<file path="config.mk">
export PLATFORM = sky130hd
export DESIGN_NAME = snn_core_param
export DESIGN_NICKNAME = d
export VERILOG_FILES = /design/src/rtl/snn_core_param.sv
export SDC_FILE = /design/constraint.sdc
export NUM_CORES = 2
export LEC_CHECK = 0
export ABC_AREA = 1
export BUFFER_PORTS_ARGS = -buffer_cell sky130_fd_sc_hd__buf_2
export CORE_UTILIZATION = 25
export DETAILED_ROUTE_END_ITERATION = 8
export SLEW_MARGIN = 15
export SYNTH_ARGS = -nofsm -noshare
export SYNTH_HDL_FRONTEND = slang
export SYNTH_SLANG_ARGS = --single-unit
</file>
<file path="constraint.sdc">
create_clock -name clk_i -period 16.65 [get_ports clk_i]
set_clock_uncertainty 0.2 [all_clocks]
set_input_delay 1.665 -clock clk_i [delete_from_list [all_inputs] [get_ports clk_i]]
set_output_delay 1.665 -clock clk_i [all_outputs]
set_load 0.02 [all_outputs]
</file>
<file path="src/rtl/snn_core_param.sv">
// Parametrised input->hidden->output LIF spiking classifier with adaptive thresholds,
// host-loaded weights and a start/done FSM. Optional macro: SNN_LATERAL_INHIBIT_EN.
module snn_core_param #(
  parameter int unsigned NUM_IN        = 8,
  parameter int unsigned NUM_HID       = 4,
  parameter int unsigned NUM_OUT       = 10,
  parameter int unsigned WIDTH_P       = 3,
  parameter int unsigned POT_W         = 8,
  parameter int unsigned THRESHOLD     = 16,
  parameter int unsigned THRESHOLD_INC = 2,
  parameter int unsigned THRESHOLD_DEC = 1,
  parameter int unsigned THRESHOLD_MIN = 8,
  parameter int unsigned LEAK_SHIFT    = 1,
  parameter int unsigned CNT_W         = 8,
  parameter int unsigned STEPS_W       = 8,
  localparam int unsigned NW  = NUM_IN*NUM_HID + NUM_HID*NUM_OUT,
  localparam int unsigned AW  = $clog2(NW),
  localparam int unsigned OW  = $clog2(NUM_OUT)
) (
  input  logic               clk_i,
  input  logic               rst_i,
  input  logic               cfg_we_i,
  input  logic [AW-1:0]      cfg_addr_i,
  input  logic [WIDTH_P-1:0] cfg_wdata_i,
  input  logic               start_i,
  input  logic [STEPS_W-1:0] steps_i,
  input  logic [NUM_IN-1:0]  spike_in_i,
  output logic               busy_o,
  output logic               done_o,
  output logic [OW-1:0]      winner_o,
  output logic               winner_valid_o,
  input  logic [OW-1:0]      count_sel_i,
  output logic [CNT_W-1:0]   count_o,
  output logic [1:0]         dbg_state_o
);
  // Handshake: start_i is a level sampled only in IDLE; done_o is a one-cycle pulse
  // while in DONE, and winner_o/winner_valid_o/counts are stable from then until the next start.
  typedef enum logic [1:0] {IDLE = 2'd0, RUN = 2'd1, DRAIN = 2'd2, DONE = 2'd3} state_t;

  localparam int unsigned IHW = WIDTH_P + $clog2(NUM_IN);
  localparam int unsigned OHW = WIDTH_P + $clog2(NUM_HID);
  localparam logic [31:0] POT_MAX = 32'((64'd1 << POT_W) - 64'd1);
  localparam logic [31:0] CNT_MAX = 32'((64'd1 << CNT_W) - 64'd1);

  function automatic logic [POT_W-1:0] integrate(input logic [POT_W-1:0] v, input logic [31:0] cur);
    logic [31:0] s;
    s = 32'(v) - 32'(v >> LEAK_SHIFT) + cur;
    return (s > POT_MAX) ? POT_MAX[POT_W-1:0] : s[POT_W-1:0];
  endfunction

  function automatic logic [POT_W-1:0] thr_up(input logic [POT_W-1:0] thr);
    logic [31:0] t;
    t = 32'(thr) + THRESHOLD_INC;
    return (t > POT_MAX) ? POT_MAX[POT_W-1:0] : t[POT_W-1:0];
  endfunction

  function automatic logic [POT_W-1:0] thr_down(input logic [POT_W-1:0] thr);
    return (32'(thr) >= THRESHOLD_MIN + THRESHOLD_DEC) ? thr - POT_W'(THRESHOLD_DEC)
                                                       : POT_W'(THRESHOLD_MIN);
  endfunction

  state_t              state_q, state_d;
  logic [WIDTH_P-1:0]  w [NW];
  logic [POT_W-1:0]    v_h [NUM_HID];
  logic [POT_W-1:0]    thr_h [NUM_HID];
  logic [POT_W-1:0]    v_o [NUM_OUT];
  logic [POT_W-1:0]    thr_o [NUM_OUT];
  logic [NUM_HID-1:0]  hspk;
  logic [NUM_OUT-1:0]  ospk;
  logic [CNT_W-1:0]    count [NUM_OUT];
  logic [CNT_W-1:0]    count_nxt [NUM_OUT];
  logic [STEPS_W-1:0]  steps_left;
  logic                drain_ph;

  logic [NUM_IN-1:0]   spk_eff;
  logic [IHW-1:0]      cur_h [NUM_HID];
  logic [POT_W-1:0]    vn_h [NUM_HID];
  logic [OHW-1:0]      cur_o [NUM_OUT];
  logic [POT_W-1:0]    vn_o [NUM_OUT];
  logic [NUM_OUT-1:0]  cand_o, fire_o;
  logic [OW-1:0]       best_idx;
  logic [CNT_W-1:0]    best_cnt;
  logic                neuron_en;

  always_ff @(posedge clk_i) begin
    if (rst_i) state_q <= IDLE;
    else       state_q <= state_d;
  end

  always_comb begin
    state_d = state_q;
    case (state_q)
      IDLE:  if (start_i) state_d = (steps_i == '0) ? DRAIN : RUN;
      RUN:   if (steps_left == STEPS_W'(1)) state_d = DRAIN;
      DRAIN: if (drain_ph) state_d = DONE;
      DONE:  state_d = IDLE;
      default: state_d = IDLE;
    endcase
  end

  always_comb begin
    busy_o      = (state_q != IDLE);
    done_o      = (state_q == DONE);
    dbg_state_o = state_q;
    neuron_en   = (state_q == RUN) || (state_q == DRAIN);
  end

  // Output layer integrates the hidden spikes registered in the previous cycle.
  always_comb begin
    logic taken;
    spk_eff = (state_q == RUN) ? spike_in_i : '0;
    for (int h = 0; h < NUM_HID; h++) begin
      cur_h[h] = '0;
      for (int i = 0; i < NUM_IN; i++)
        if (spk_eff[i]) cur_h[h] = cur_h[h] + IHW'(w[h*NUM_IN + i]);
      vn_h[h] = integrate(v_h[h], 32'(cur_h[h]));
    end
    for (int o = 0; o < NUM_OUT; o++) begin
      cur_o[o] = '0;
      for (int h = 0; h < NUM_HID; h++)
        if (hspk[h]) cur_o[o] = cur_o[o] + OHW'(w[NUM_IN*NUM_HID + o*NUM_HID + h]);
      vn_o[o]   = integrate(v_o[o], 32'(cur_o[o]));
      cand_o[o] = (vn_o[o] >= thr_o[o]);
    end
    fire_o = cand_o;
    taken  = 1'b0;
`ifdef SNN_LATERAL_INHIBIT_EN
    for (int o = 0; o < NUM_OUT; o++) begin
      if (taken) fire_o[o] = 1'b0;
      taken = taken | cand_o[o];
    end
`endif
  end

  // Argmax looks at the post-update counts so a final increment is not missed.
  always_comb begin
    best_idx = '0;
    best_cnt = '0;
    for (int o = 0; o < NUM_OUT; o++) begin
      count_nxt[o] = count[o];
      if ((state_q != IDLE) && ospk[o] && (32'(count[o]) != CNT_MAX))
        count_nxt[o] = count[o] + CNT_W'(1);
    end
    for (int o = 0; o < NUM_OUT; o++)
      if (count_nxt[o] > best_cnt) begin
        best_cnt = count_nxt[o];
        best_idx = OW'(o);
      end
  end

  always_comb begin
    count_o = '0;
    if (32'(count_sel_i) < NUM_OUT) count_o = count[count_sel_i];
  end

  always_ff @(posedge clk_i) begin
    if (rst_i) begin
      for (int k = 0; k < NW; k++) w[k] <= '0;
      for (int h = 0; h < NUM_HID; h++) begin
        v_h[h]   <= '0;
        thr_h[h] <= POT_W'(THRESHOLD);
      end
      for (int o = 0; o < NUM_OUT; o++) begin
        v_o[o]   <= '0;
        thr_o[o] <= POT_W'(THRESHOLD);
        count[o] <= '0;
      end
      hspk           <= '0;
      ospk           <= '0;
      steps_left     <= '0;
      drain_ph       <= 1'b0;
      winner_o       <= '0;
      winner_valid_o <= 1'b0;
    end else begin
      drain_ph <= (state_q == DRAIN) && !drain_ph;
      if (cfg_we_i && (state_q == IDLE) && (32'(cfg_addr_i) < NW))
        w[cfg_addr_i] <= cfg_wdata_i;
      if (state_q == IDLE && start_i) begin
        steps_left     <= steps_i;
        winner_valid_o <= 1'b0;
        hspk           <= '0;
        ospk           <= '0;
        for (int h = 0; h < NUM_HID; h++) begin
          v_h[h]   <= '0;
          thr_h[h] <= POT_W'(THRESHOLD);
        end
        for (int o = 0; o < NUM_OUT; o++) begin
          v_o[o]   <= '0;
          thr_o[o] <= POT_W'(THRESHOLD);
          count[o] <= '0;
        end
      end else begin
        for (int o = 0; o < NUM_OUT; o++) count[o] <= count_nxt[o];
      end
      if (state_q == RUN) steps_left <= steps_left - STEPS_W'(1);
      if (neuron_en) begin
        for (int h = 0; h < NUM_HID; h++) begin
          hspk[h]  <= (vn_h[h] >= thr_h[h]);
          v_h[h]   <= (vn_h[h] >= thr_h[h]) ? '0 : vn_h[h];
          thr_h[h] <= (vn_h[h] >= thr_h[h]) ? thr_up(thr_h[h]) : thr_down(thr_h[h]);
        end
        // An inhibited candidate still discharges but adapts as a non-spiker.
        for (int o = 0; o < NUM_OUT; o++) begin
          ospk[o]  <= fire_o[o];
          v_o[o]   <= cand_o[o] ? '0 : vn_o[o];
          thr_o[o] <= fire_o[o] ? thr_up(thr_o[o]) : thr_down(thr_o[o]);
        end
      end
      if (state_q == DONE) begin
        winner_o       <= best_idx;
        winner_valid_o <= (best_cnt != '0);
      end
    end
  end
endmodule

</file>
==> out/metrics.cfg <==
[global_routing]
grt_pass1_wl_um = 206000
first_global_vias = 41200
antenna_found_initial = 10
overflow = 0
grt_usage = 0.122
grt_max_degree = 82

[setup_path]
crit_top_cell = nand2_1
max_stage_delay_ns = 0.40
endpoint_kind = flop
cp-start-kind = flop
critPathKind = reg -> reg
worstPathRequired_ns = 17.01
cp.arrival_ns = 15.10
critPathMaxFanout = 19
slowest_stage = dfxtp_1

[yosys]
synthTopCellsByArea = edfxtp_1 30%, ha_1 16%, nand2_1 8.7%
synthFlopType = edfxtp_1
synth_seq_area_share = 0.318
ys_ff_latch = 550
yosys.area.top_type = edfxtp_1
synth_cells = 6456
yosysUniqueCellTypes = 65
ys_async_sr_fraction = 0
yosys_warnings = 0
synth-edff-count = 504
syn_avg_cell_area_um2 = 7.83
synth_top_area_frac = 0.300
synthesis.area_um2 = 50500

[detailed_routing]
first_pass_iters = 6
wl_per_cell_um = 13.7
drt_drc_violations_left = 0
vias_per_cell = 4.50
ant_nets = 0
vias = 41700
wl_um = 127000
dr.first_iter.drc_count = 2305

[timing]
hold_viol = 0
finalSetupViolCount = 0
relSlewSlack = 0.305
drv_slew = 0
period_minus_slack_ns = 14.74
clock.fmax_mhz = 67.8
period_share = 0.885
rsz0062_at_grt = false
setup_slack_ns = 1.91
timing.setup.tns_ns = 0
worst_pin_slew_ns = 1.03

[flow_run]
cap_violations = 0

[final_layout]
fin_area_um2 = 56500
syn2layout_area_growth_pct = 11.8
nNetsFinal = 7320
final_core_utilization = 0.282
fin_cells = 9264
drive_above_1_share = 0.0477

[die]
die_height_um = 452
start_util = 0.252
dieWidth_um = 452
num_rows = 164
core_area_um2 = 200000
die_area_um2 = 204000
boundaryPins = 51

[clock_tree]
cts_resized = 0
cts_hold_buf = 0
clockRootBuffer = clkbuf_16
cts_tree = built
insertion_delay_ns = 0.68
clk_pin_slew_worst_paths_ns = 0.06
h-tree-depth = 3
post-cts-setup-buffer-count = 0
clock-sinks = 550
clock_path_buffers = 3
numCtsBuffers = 67

[placed_design]
placed_area_um2 = 54200
dp.cells = 9138
post-place-ws_ns = 1.84
gp_congestion = 0.883
hpwl_um = 97400
io_buffers = 50

[hold_path]
min_path_type = reg -> reg

[power]
peakVddDrop_uv = 141
p_leak_nw = 26.3
powerDensity_nw_per_um2 = 205

[run_status]
outcome = finished clean

layer usage:
metal / global-route usage / vias up / wire length (µm)
met4: 0.0420 / 0 / 3220
li1: - / 21400 / -
met5: 0 / - / 0
met1: 0.153 / 19400 / 57600
met2: 0.218 / 689 / 61900
met3: 0.0118 / 169 / 4330
synthesized netlist by cell type, drive strengths merged (40+ instances only):
cell and instances:
nor2 763, nor3 74, clkbuf 128, a31oi 41, nand3 298, o21ai 382
xor2 326, a21oi 382, o21a 64, nand4 40, inv 1064, fa 86
edfxtp 504, ha 649, o22ai 46, xnor2 112, nand2 1195, dfxtp 46
logic make-up (layout without fill, tap and decap cells):
group	after synthesis	in the layout	share of synthesized area
AO/OA/AOI/OAI	1054	1054	0.118
XOR/XNOR	438	438	0.0759
adder cells (fa/ha/maj)	735	735	0.195
buffers and inverters	1216	1287	0.0904
flip-flops	550	550	0.318
multiplexers	6	6	0.00129
other	1	82	0.0000742
AND/OR/NAND/NOR	2456	2456	0.202
sequential cells by signal (all words and copies together) (netlist names), 4 cells and up:
name	cells
ospk	10
winner_o	4
w	216
v_h	32
thr_o	80
steps_left	8
v_o	80
hspk	4
thr_h	32
count	80
power breakdown:
group	total, mW	leakage, nW	internal [mW]	switching, mW
combinational	7.88	19.5	2.92	4.96
clock	1.53	1.08	0.888	0.643
sequential	2.16	5.70	1.92	0.235
metrics by stage:
step	total power [mW]	hold WS, ns
2_1_floorplan	8.25	0.198
3_3_place_gp	9.82	0.213
3_5_place_dp	10.0	0.230
4_1_cts	11.7	0.244
5_1_grt	12.9	0.267
6_report	11.6	0.244
placed cells by master (no fill, tap or decap), types with 38 or more instances in the layout:
| cell | count |
|---|---|
| o22ai_1 | 46 |
| ha_1 | 649 |
| buf_2 | 50 |
| a31oi_1 | 41 |
| or2_2 | 38 |
| dfxtp_1 | 46 |
| o21ai_0 | 375 |
| xor2_1 | 326 |
| fa_1 | 86 |
| xnor2_1 | 112 |
| o21a_1 | 64 |
| clkbuf_16 | 69 |
| nand3_1 | 292 |
| edfxtp_1 | 504 |
| nor3_1 | 65 |
| nor2_1 | 758 |
| nand4_1 | 39 |
| inv_1 | 1042 |
| nand2_1 | 1163 |
| buf_4 | 40 |
| conb_1 | 80 |
| a21oi_1 | 382 |
path summary, 6_finish.rpt:
| path | slack [ns] | cells after the start | endpoint | start |
|---|---|---|---|---|
| min | 0.24 | 1 | drain_ph$_SDFF_PP0_ | drain_ph$_SDFF_PP0_ |
| min reg2reg | 0.24 | 1 | drain_ph$_SDFF_PP0_ | drain_ph$_SDFF_PP0_ |
| max reg2reg | 1.91 | 89 | winner_valid_o$_SDFFE_PP0P_ | dbg_state_o[0]$_SDFFE_PP0P_ |
| max | 1.91 | 89 | winner_valid_o$_SDFFE_PP0P_ | dbg_state_o[0]$_SDFFE_PP0P_ |
final cells by class:
| cell class | instances | area, µm² |
|---|---|---|
| Tap cell | 2656 | 3320 |
| Clock buffer | 80 | 1770 |
| Clock inverter | 44 | 455 |
| Fill cell | 21500 | 144000 |
| Sequential cell | 550 | 16100 |
| Inverter | 1073 | 4030 |
| Multi-Input combinational cell | 4769 | 30300 |
| Timing Repair Buffer | 90 | 551 |
| Antenna cell | 2 | 5.00 |
worst max-delay path, delay by kind of cell, from the launching register on:
family	cells	cell delay, ns
AOI/OAI and AO/OA	25	4.61
DFF	1	0.40
buffers and inverters	10	1.00
adders and majority gates	10	3.11
and+or+nand+nor	44	5.31
Note: power is estimated with default switching activity, not from simulation.
